## src/rtl/divider_pkg.sv

```systemverilog
// ============================================================================
//  divider_pkg : shared FSM encoding and sizing helpers for restoring_divider
//  Rev 1.0
// ============================================================================
`default_nettype none

package divider_pkg;

  typedef enum logic [1:0] {
    IDLE = 2'd0,
    RUN  = 2'd1,
    DONE = 2'd2
  } state_e;

  localparam int DEFAULT_WIDTH = 8;

  // Iteration counter width for a given operand width.
  function automatic int cnt_width(input int width);
    return $clog2(width + 1);
  endfunction

  localparam int DEFAULT_CNT_W = $clog2(DEFAULT_WIDTH + 1);

endpackage

`default_nettype wire

```

## src/rtl/trial_subtractor.sv

```systemverilog
// ============================================================================
//  trial_subtractor : ripple a + ~b + 1, no_borrow is the final carry-out
//  Rev 1.0
// ============================================================================
`default_nettype none

module trial_subtractor #(
  parameter int N = 9
) (
  input  logic [N-1:0] a,
  input  logic [N-1:0] b,
  output logic [N-1:0] diff,
  output logic         no_borrow
);

  logic [N:0] w_carry;

  assign w_carry[0] = 1'b1;

  generate
    for (genvar i = 0; i < N; i++) begin : g_bit
      logic w_bn;
      logic w_p;
      assign w_bn          = ~b[i];
      assign w_p           = a[i] ^ w_bn;
      assign diff[i]       = w_p ^ w_carry[i];
      assign w_carry[i+1]  = (a[i] & w_bn) | (w_carry[i] & w_p);
    end
  endgenerate

  assign no_borrow = w_carry[N];

endmodule

`default_nettype wire

```

## src/rtl/restoring_divider.sv

```systemverilog
// ============================================================================
//  restoring_divider : sequential unsigned A/B, one quotient bit per cycle
//  Rev 1.0
// ============================================================================
`default_nettype none

module restoring_divider
  import divider_pkg::*;
#(
  parameter int WIDTH = 8
) (
  input  logic             clk,
  input  logic             rst,
  input  logic             start,
  input  logic [WIDTH-1:0] dividend,
  input  logic [WIDTH-1:0] divisor,
  output logic             busy,
  output logic             done,
  output logic [WIDTH-1:0] quotient,
  output logic [WIDTH-1:0] remainder,
  output logic             div_by_zero
);

  localparam int              CNT_W       = cnt_width(WIDTH);
  localparam logic [CNT_W-1:0] c_LAST_ITER = CNT_W'(WIDTH - 1);

  state_e             state_q, state_d;
  logic [CNT_W-1:0]   cnt_q, cnt_d;
  logic [WIDTH-1:0]   p_q, p_d;
  logic [WIDTH-1:0]   q_q, q_d;
  logic [WIDTH-1:0]   div_q, div_d;
  logic               dbz_pend_q, dbz_pend_d;
  logic [WIDTH-1:0]   quot_q, quot_d;
  logic [WIDTH-1:0]   rem_q, rem_d;
  logic               dbz_q, dbz_d;
  logic               done_q, done_d;
  logic               busy_q, busy_d;

  logic [WIDTH:0]     w_trial_a;
  logic [WIDTH:0]     w_trial_b;
  logic [WIDTH:0]     w_diff;
  logic               w_no_borrow;

  // Shifted partial remainder against the zero-extended divisor.
  assign w_trial_a = {p_q, q_q[WIDTH-1]};
  assign w_trial_b = {1'b0, div_q};

  trial_subtractor #(
    .N(WIDTH + 1)
  ) u_trial_subtractor (
    .a        (w_trial_a),
    .b        (w_trial_b),
    .diff     (w_diff),
    .no_borrow(w_no_borrow)
  );

  always_ff @(posedge clk) begin
    if (rst) begin
      state_q    <= IDLE;
      cnt_q      <= '0;
      p_q        <= '0;
      q_q        <= '0;
      div_q      <= '0;
      dbz_pend_q <= 1'b0;
      quot_q     <= '0;
      rem_q      <= '0;
      dbz_q      <= 1'b0;
      done_q     <= 1'b0;
      busy_q     <= 1'b0;
    end else begin
      state_q    <= state_d;
      cnt_q      <= cnt_d;
      p_q        <= p_d;
      q_q        <= q_d;
      div_q      <= div_d;
      dbz_pend_q <= dbz_pend_d;
      quot_q     <= quot_d;
      rem_q      <= rem_d;
      dbz_q      <= dbz_d;
      done_q     <= done_d;
      busy_q     <= busy_d;
    end
  end

  always_comb begin
    state_d    = state_q;
    cnt_d      = cnt_q;
    p_d        = p_q;
    q_d        = q_q;
    div_d      = div_q;
    dbz_pend_d = dbz_pend_q;
    quot_d     = quot_q;
    rem_d      = rem_q;
    dbz_d      = dbz_q;
    done_d     = 1'b0;

    case (state_q)
      IDLE, DONE: begin
        // DONE publishes the finished result; done rises on the next cycle.
        if (state_q == DONE) begin
          quot_d  = q_q;
          rem_d   = p_q;
          dbz_d   = dbz_pend_q;
          done_d  = 1'b1;
        end
        state_d = IDLE;
        if (start) begin
          if (state_q == IDLE) begin
            dbz_d = 1'b0;
          end
          div_d = divisor;
          cnt_d = '0;
          if (divisor == '0) begin
            state_d    = DONE;
            p_d        = dividend;
            q_d        = '1;
            dbz_pend_d = 1'b1;
          end else begin
            state_d    = RUN;
            p_d        = '0;
            q_d        = dividend;
            dbz_pend_d = 1'b0;
          end
        end
      end

      RUN: begin
        if (w_no_borrow) begin
          p_d = w_diff[WIDTH-1:0];
        end else begin
          p_d = w_trial_a[WIDTH-1:0];
        end
        q_d   = {q_q[WIDTH-2:0], w_no_borrow};
        cnt_d = cnt_q + CNT_W'(1);
        if (cnt_q == c_LAST_ITER) begin
          state_d = DONE;
        end
      end

      default: begin
        state_d = IDLE;
      end
    endcase
  end

  assign busy_d      = (state_d == RUN);

  assign busy        = busy_q;
  assign done        = done_q;
  assign quotient    = quot_q;
  assign remainder   = rem_q;
  assign div_by_zero = dbz_q;

endmodule

`default_nettype wire

```

## config.mk

```make
export PLATFORM = sky130hd
export DESIGN_NAME = restoring_divider
export DESIGN_NICKNAME = d
export VERILOG_FILES = /design/src/rtl/divider_pkg.sv /design/src/rtl/trial_subtractor.sv /design/src/rtl/restoring_divider.sv
export SDC_FILE = /design/constraint.sdc
export NUM_CORES = 1
export LEC_CHECK = 0
export BUFFER_PORTS_ARGS = -buffer_cell sky130_fd_sc_hd__buf_2
export CAP_MARGIN = 20
export CORE_MARGIN = 10
export CORE_UTILIZATION = 55
export CTS_CLUSTER_DIAMETER = 60
export DETAILED_ROUTE_END_ITERATION = 8
export PLACE_DENSITY = 0.79
export RECOVER_POWER = 50
export REMOVE_ABC_BUFFERS = 1
export SLEW_MARGIN = 10
export SYNTH_ARGS = -nofsm -noshare
export SYNTH_HDL_FRONTEND = slang
export SYNTH_SLANG_ARGS = --single-unit
```

## constraint.sdc

```tcl
create_clock -name clk -period 8.5 [get_ports clk]
set_clock_uncertainty 0.05 [all_clocks]
set_input_delay 1.7 -clock clk [delete_from_list [all_inputs] [get_ports clk]]
set_output_delay 1.7 -clock clk [all_outputs]
set_load 0.05 [all_outputs]
```

==> flow_metrics.tcl, run 1 <==
set metrics [dict create \
    outcome "finished, violations left" \
    violations "capacitance limit, slew limit" \
    cts_buffers 5 \
    placed_area_sq_um 2409 \
    routed-wl-met3_microns 314 \
    drv_cap 1 \
    power.density_nw_per_um2 202.7 \
    final_cell_mix "nand2_1, dfxtp_1, a21oi_1" \
    ir_drop_uv 97.77 \
    worst_slew_pin_slew_ns 1.990 \
    cts_tree "done" \
    holdWs_ns 0.4060 \
    cts.clk_slew.worst_paths_ns 0.09 \
    top_layer "met4" \
    drtIter0Drc 164 \
    grt_pass1_vias 1835 \
    antenna_left 0 \
    crit_arrival_ns 4.17 \
    antenna_found_initial 0 \
    setup_ws_ns 4.473 \
    yosysUniqueCellTypes 31 \
    wl_per_cell_microns 15.06 \
    routed_wl_microns 5060 \
    layout_min_cycle_time_ns 4.027 \
    grt_setup_unrepaired "false" \
    grt_overflow 0 \
    finalInstanceArea_sq_um 2511 \
    port_buffers 37 \
    critPathMaxFanout 12 \
    slew_headroom_pct -32.64 \
    die-area_sq_um 6995 \
    cp-end-kind "register" \
    grt_pass1_wl_microns 8576 \
    worst_setup_path_start_kind "register" \
    htreeDepth 2 \
    routed_via_density 5.607 \
    synth_area_per_cell_sq_um 8.599 \
    grt_max_degree 45 \
    drive_gt1_share_pct 17.48 \
    postCtsHoldBufs 0 \
    synth-seq-area-share_pct 44.94 \
    fp.dieW_microns 83.64 \
    placedCellCount 328 \
    dp_slack_ns 4.522 \
    finalPower_mw 0.5089 \
    worstSetupPathType "reg2reg" \
    dr_total_vias 1884 \
    hold_class "reg2reg" \
    cts_num_sinks 50 \
    synthesis.area_sq_um 2227 \
    wl_met2_microns 2463 \
    drv_slew 45 \
    fmax_mhz 248.3 \
    wl_met1_microns 2188 \
    period_share_pct 47.38 \
    core-area_sq_um 3971 \
    drt_pass1_iterations 5 \
    leakagePower_nw 0.9465 \
    diodes 0 \
    setup_viol 0 \
    ys.warnings.count 0 \
    nNetsFinal 313 \
    area_growth_pct 12.75 \
    cts_resized 0 \
    instances_no_fill 336 \
    cp.required_ns 8.64 \
    dpl.hpwl_microns 3636 \
    hold_viol_final 0 \
    cts_setup_buffers 0 \
    grt_use_total_pct 14.21 \
    start_util_pct 56.08 \
    ios 38 \
    netlist_instances 259 \
    final_util_pct 63.23 \
    die_y_microns 83.64 \
    cts-root-buf "clkbuf_8" \
    tns_ns 0 \
    drc 0 \
    layout_commonest_cell "nand2_1" \
    clk_latency_ns 0.30 \
    row_count 23 \
    clock_path_buffers 2 \
    place_congestion 0.8522 \
    synth_seq_cells 50 \
]
[critical path, cell delays in order, from the launching register on]
cell and delay, ns:
dfxtp_1 0.38, inv_1 0.06, ha_1 0.20, fa_1 0.38, fa_1 0.39, fa_1 0.39, fa_1 0.37, inv_1 0.07
fa_1 0.15, inv_1 0.05, fa_1 0.35, inv_1 0.08, fa_1 0.39, or2_2 0.24, a211oi_1 0.10, a221o_1 0.27
[power breakdown]
part	total, mW	internal (mW)	switching (mW)	leakage [nW]
Clock	0.169	0.0883	0.0808	0.0585
Sequential	0.258	0.245	0.0129	0.407
Combinational	0.0814	0.0332	0.0483	0.481
Total	0.509	0.367	0.142	0.946
[kinds of logic after synthesis]
family / after synthesis / synth area share, %
DFF: 50 / 44.94
AOI/OAI and AO/OA: 73 / 21.01
and+or+nand+nor: 94 / 20.62
buffers and inverters: 33 / 6.011
adders and majority gates: 9 / 7.415
[sequential cells by signal (all words and copies together) (netlist names)]
register	flops
div_q	8
p_q	8
q_q	8
quotient	8
remainder	8
cnt_q	4
state_q	2
busy	1
dbz_pend_q	1
div_by_zero	1
done	1
[routing by layer]
layer  up-vias  global-route usage [%]
li1        954                       -
met1       852                   17.10
met2        69                   23.83
met3         9                   3.223
met4         0                   5.479
met5         -                       0
[synthesized netlist by cell type]
library cell,number,share of area (%)
fa_1,7,6.3
nand2_1,54,9.1
nor4_4,1,0.96
a22oi_1,7,2.4
or4_4,2,1.0
or3_1,2,0.56
inv_1,12,2.0
a211oi_1,7,2.4
nor3_1,8,1.8
o211ai_1,1,0.34
or3b_2,3,1.2
a21oi_1,35,7.9
a21oi_2,2,0.79
a31oi_1,7,2.0
buf_1,2,0.34
ha_1,2,1.1
clkbuf_1,16,2.7
nand3_1,10,2.2
o21ai_0,4,0.90
a221o_1,8,3.6
buf_6,1,0.51
or2_2,1,0.28
dfxtp_1,50,45
buf_2,2,0.45
nand3b_1,1,0.34
nand4b_1,1,0.39
nor2b_1,3,0.84
nor2_1,3,0.51
o221a_2,1,0.51
a21o_1,1,0.34
nand2b_1,5,1.4
[area by class of cell]
class	instances	area [sq um]
Fill cell	360	1460
Multi-Input combinational cell	176	1092
Sequential cell	50	1001
Timing Repair Buffer	40	197.7
Clock buffer	5	68.82
Tap cell	50	62.56
Inverter	12	45.04
Clock inverter	3	43.79
[final timing paths]
path | startpoint | endpoint | slack, ns | depth (start not counted)
min reg2reg | remainder[6]$_SDFFE_PP0P_ | remainder[6]$_SDFFE_PP0P_ | 0.41 | 2
max reg2reg | q_q[7]$_SDFFE_PP0P_ | p_q[1]$_SDFFE_PP0P_ | 4.47 | 15
max | q_q[7]$_SDFFE_PP0P_ | p_q[1]$_SDFFE_PP0P_ | 4.47 | 15
min | remainder[6]$_SDFFE_PP0P_ | remainder[6]$_SDFFE_PP0P_ | 0.41 | 2
(Power assumes the default switching activity.)
==> inputs of run 2 (changes only) <==
--- a/config.mk
+++ b/config.mk
@@ -8,10 +8,10 @@
 export BUFFER_PORTS_ARGS = -buffer_cell sky130_fd_sc_hd__buf_2
 export CAP_MARGIN = 20
 export CORE_MARGIN = 10
-export CORE_UTILIZATION = 55
+export CORE_UTILIZATION = 50
 export CTS_CLUSTER_DIAMETER = 60
 export DETAILED_ROUTE_END_ITERATION = 8
-export PLACE_DENSITY = 0.79
+export PLACE_DENSITY = 0.76
 export RECOVER_POWER = 50
 export REMOVE_ABC_BUFFERS = 1
 export SLEW_MARGIN = 10
==> constraint.sdc (replaced) <==
create_clock -name clk -period 3.4 [get_ports clk]
set_clock_uncertainty 0.05 [all_clocks]
set_input_delay 0.68 -clock clk [delete_from_list [all_inputs] [get_ports clk]]
set_output_delay 0.68 -clock clk [all_outputs]
set_load 0.05 [all_outputs]
==> flow_metrics.tcl, run 2 (synthesis results as in run 1) <==
set metrics [dict create \
    instances_no_fill 344 \
    wl_per_cell_microns 14.82 \
    max_stage_delay_ns 0.43 \
    antenna_left 0 \
    cp.required_ns 3.55 \
    htreeDepth 2 \
    period_share_pct 105.3 \
    r2r_slack_ns -0.18 \
    hold_depth 2 \
    drv_cap 0 \
    cts_buffers 5 \
    layout_min_cycle_time_ns 3.580 \
    worstPathCellList "inv_2, ha_4, fa_2, fa_2, fa_2, fa_2, inv_2, fa_2, inv_2, fa_2, inv_2, fa_2, inv_2, a211oi_1, a221o_1" \
    cts.clk_slew.worst_paths_ns 0.09 \
    clk_latency_ns 0.31 \
    core-area_sq_um 4324 \
    reg2regPathDepth 15 \
    min_to "remainder[6]$_SDFFE_PP0P_" \
    worstSetupPathType "reg2reg" \
    dr_total_vias 1945 \
    fmax_mhz 279.3 \
    worst_slew_pin_slew_ns 0.8250 \
    hp-start "remainder[6]$_SDFFE_PP0P_" \
    start_util_pct 51.50 \
    critPathMaxFanout 2 \
    setup_ws_ns -0.1804 \
    power.density_nw_per_um2 495.1 \
    place_congestion 0.8017 \
    worst_setup_path_start_kind "register" \
    cts-root-buf "clkbuf_8" \
    leakagePower_nw 1.007 \
    r2r-end "p_q[7]$_SDFFE_PP0P_" \
    ios 38 \
    hold_viol_final 0 \
    drtIter0Drc 191 \
    grt_pass1_vias 1814 \
    dp_slack_ns -0.4332 \
    die-area_sq_um 7524 \
    drive_gt1_share_pct 30.48 \
    row_count 24 \
    setup_viol 9 \
    outcome "finished, violations left" \
    nNetsFinal 319 \
    cts_tree "done" \
    grt_setup_unrepaired "true" \
    cp-end-kind "register" \
    critPathMostFrequentCell "fa_2" \
    drv_slew 0 \
    area_growth_pct 18.88 \
    layout_commonest_cell "nand2_1" \
    grt_max_degree 45 \
    antenna_found_initial 0 \
    grt_overflow 0 \
    routed_via_density 5.654 \
    drt_pass1_iterations 4 \
    violations "setup timing" \
    slew_headroom_pct 45.00 \
    dpl.hpwl_microns 3586 \
    hold_class "reg2reg" \
    r2r-start "q_q[7]$_SDFFE_PP0P_" \
    die_y_microns 86.74 \
    grt_use_total_pct 13.54 \
    cts_num_sinks 50 \
    port_buffers 37 \
    routed_wl_microns 5097 \
    grt_pass1_wl_microns 8397 \
    holdWs_ns 0.4018 \
    slowest_stage "fa_2" \
    drc 0 \
    ir_drop_uv 211.7 \
    placedCellCount 334 \
    crit_arrival_ns 3.73 \
    clock_path_buffers 2 \
    fp.dieW_microns 86.74 \
    diodes 0 \
    final_cell_mix "nand2_1, dfxtp_1, buf_2" \
    finalPower_mw 1.311 \
]
run 2: how the worst max path moves through the flow:
stage	from	endpoint	slack (ns)	depth (start not counted)
floorplan	q_q[7]$_SDFFE_PP0P_	p_q[0]$_SDFFE_PP0P_	-0.34	15
global placement	q_q[7]$_SDFFE_PP0P_	p_q[7]$_SDFFE_PP0P_	-0.33	15
detailed placement	q_q[7]$_SDFFE_PP0P_	p_q[7]$_SDFFE_PP0P_	-0.43	15
CTS	q_q[7]$_SDFFE_PP0P_	p_q[7]$_SDFFE_PP0P_	-0.19	15
global route	q_q[7]$_SDFFE_PP0P_	p_q[7]$_SDFFE_PP0P_	-0.30	15
finish	q_q[7]$_SDFFE_PP0P_	p_q[7]$_SDFFE_PP0P_	-0.18	15
run 2: stage by stage:
| step | utilization [%] | cell area, sq um | TNS, ns |
|---|---|---|---|
| after floorplan | - | 2138 | -2.761 |
| after global placement | 56.45 | 2441 | -2.462 |
| after detailed placement | 56.45 | 2441 | -3.085 |
| after CTS | 59.92 | 2591 | -0.6173 |
| after global routing | 61.23 | 2648 | -1.937 |
| final | 61.23 | 2648 | -0.8153 |
run 2: where the power goes:
group          switching (mW)  internal (mW)
Clock                   0.193          0.186
Sequential             0.0333          0.614
Combinational           0.159          0.126
run 2: area by class of cell:
| type | count | area, sq um |
|---|---|---|
| clock buffer | 7 | 96.34 |
| timing repair buffer | 46 | 256.5 |
| tap | 52 | 65.06 |
| inverter | 12 | 45.04 |
| sequential | 50 | 1003 |
| clock inverter | 1 | 8.758 |
| multi-input combinational | 176 | 1172 |
| fill | 417 | 1677 |
run 2: what timing repair did:
item                                    CTS  global route
endpoints found under the setup margin    9             9
gates resized for setup                  18            12
hold buffers                              0             0
pin swaps                                 6             8
setup buffers                             0             1
hold endpoints to repair                  0             0
run 2: critical path, delay by kind of cell (launching register included):
family	cells	cell delay [ns]
buffers and inverters	5	0.25
AOI/OAI and AO/OA	2	0.38
adders and majority gates	8	2.42
DFF	1	0.34
run 2: layer usage:
metal	track usage [%]	vias to the layer above	wire, microns
li1	-	960	-
met1	15.24	916	2186
met2	22.48	53	2431
met3	3.471	16	300
met4	8.100	0	179
met5	0	-	0
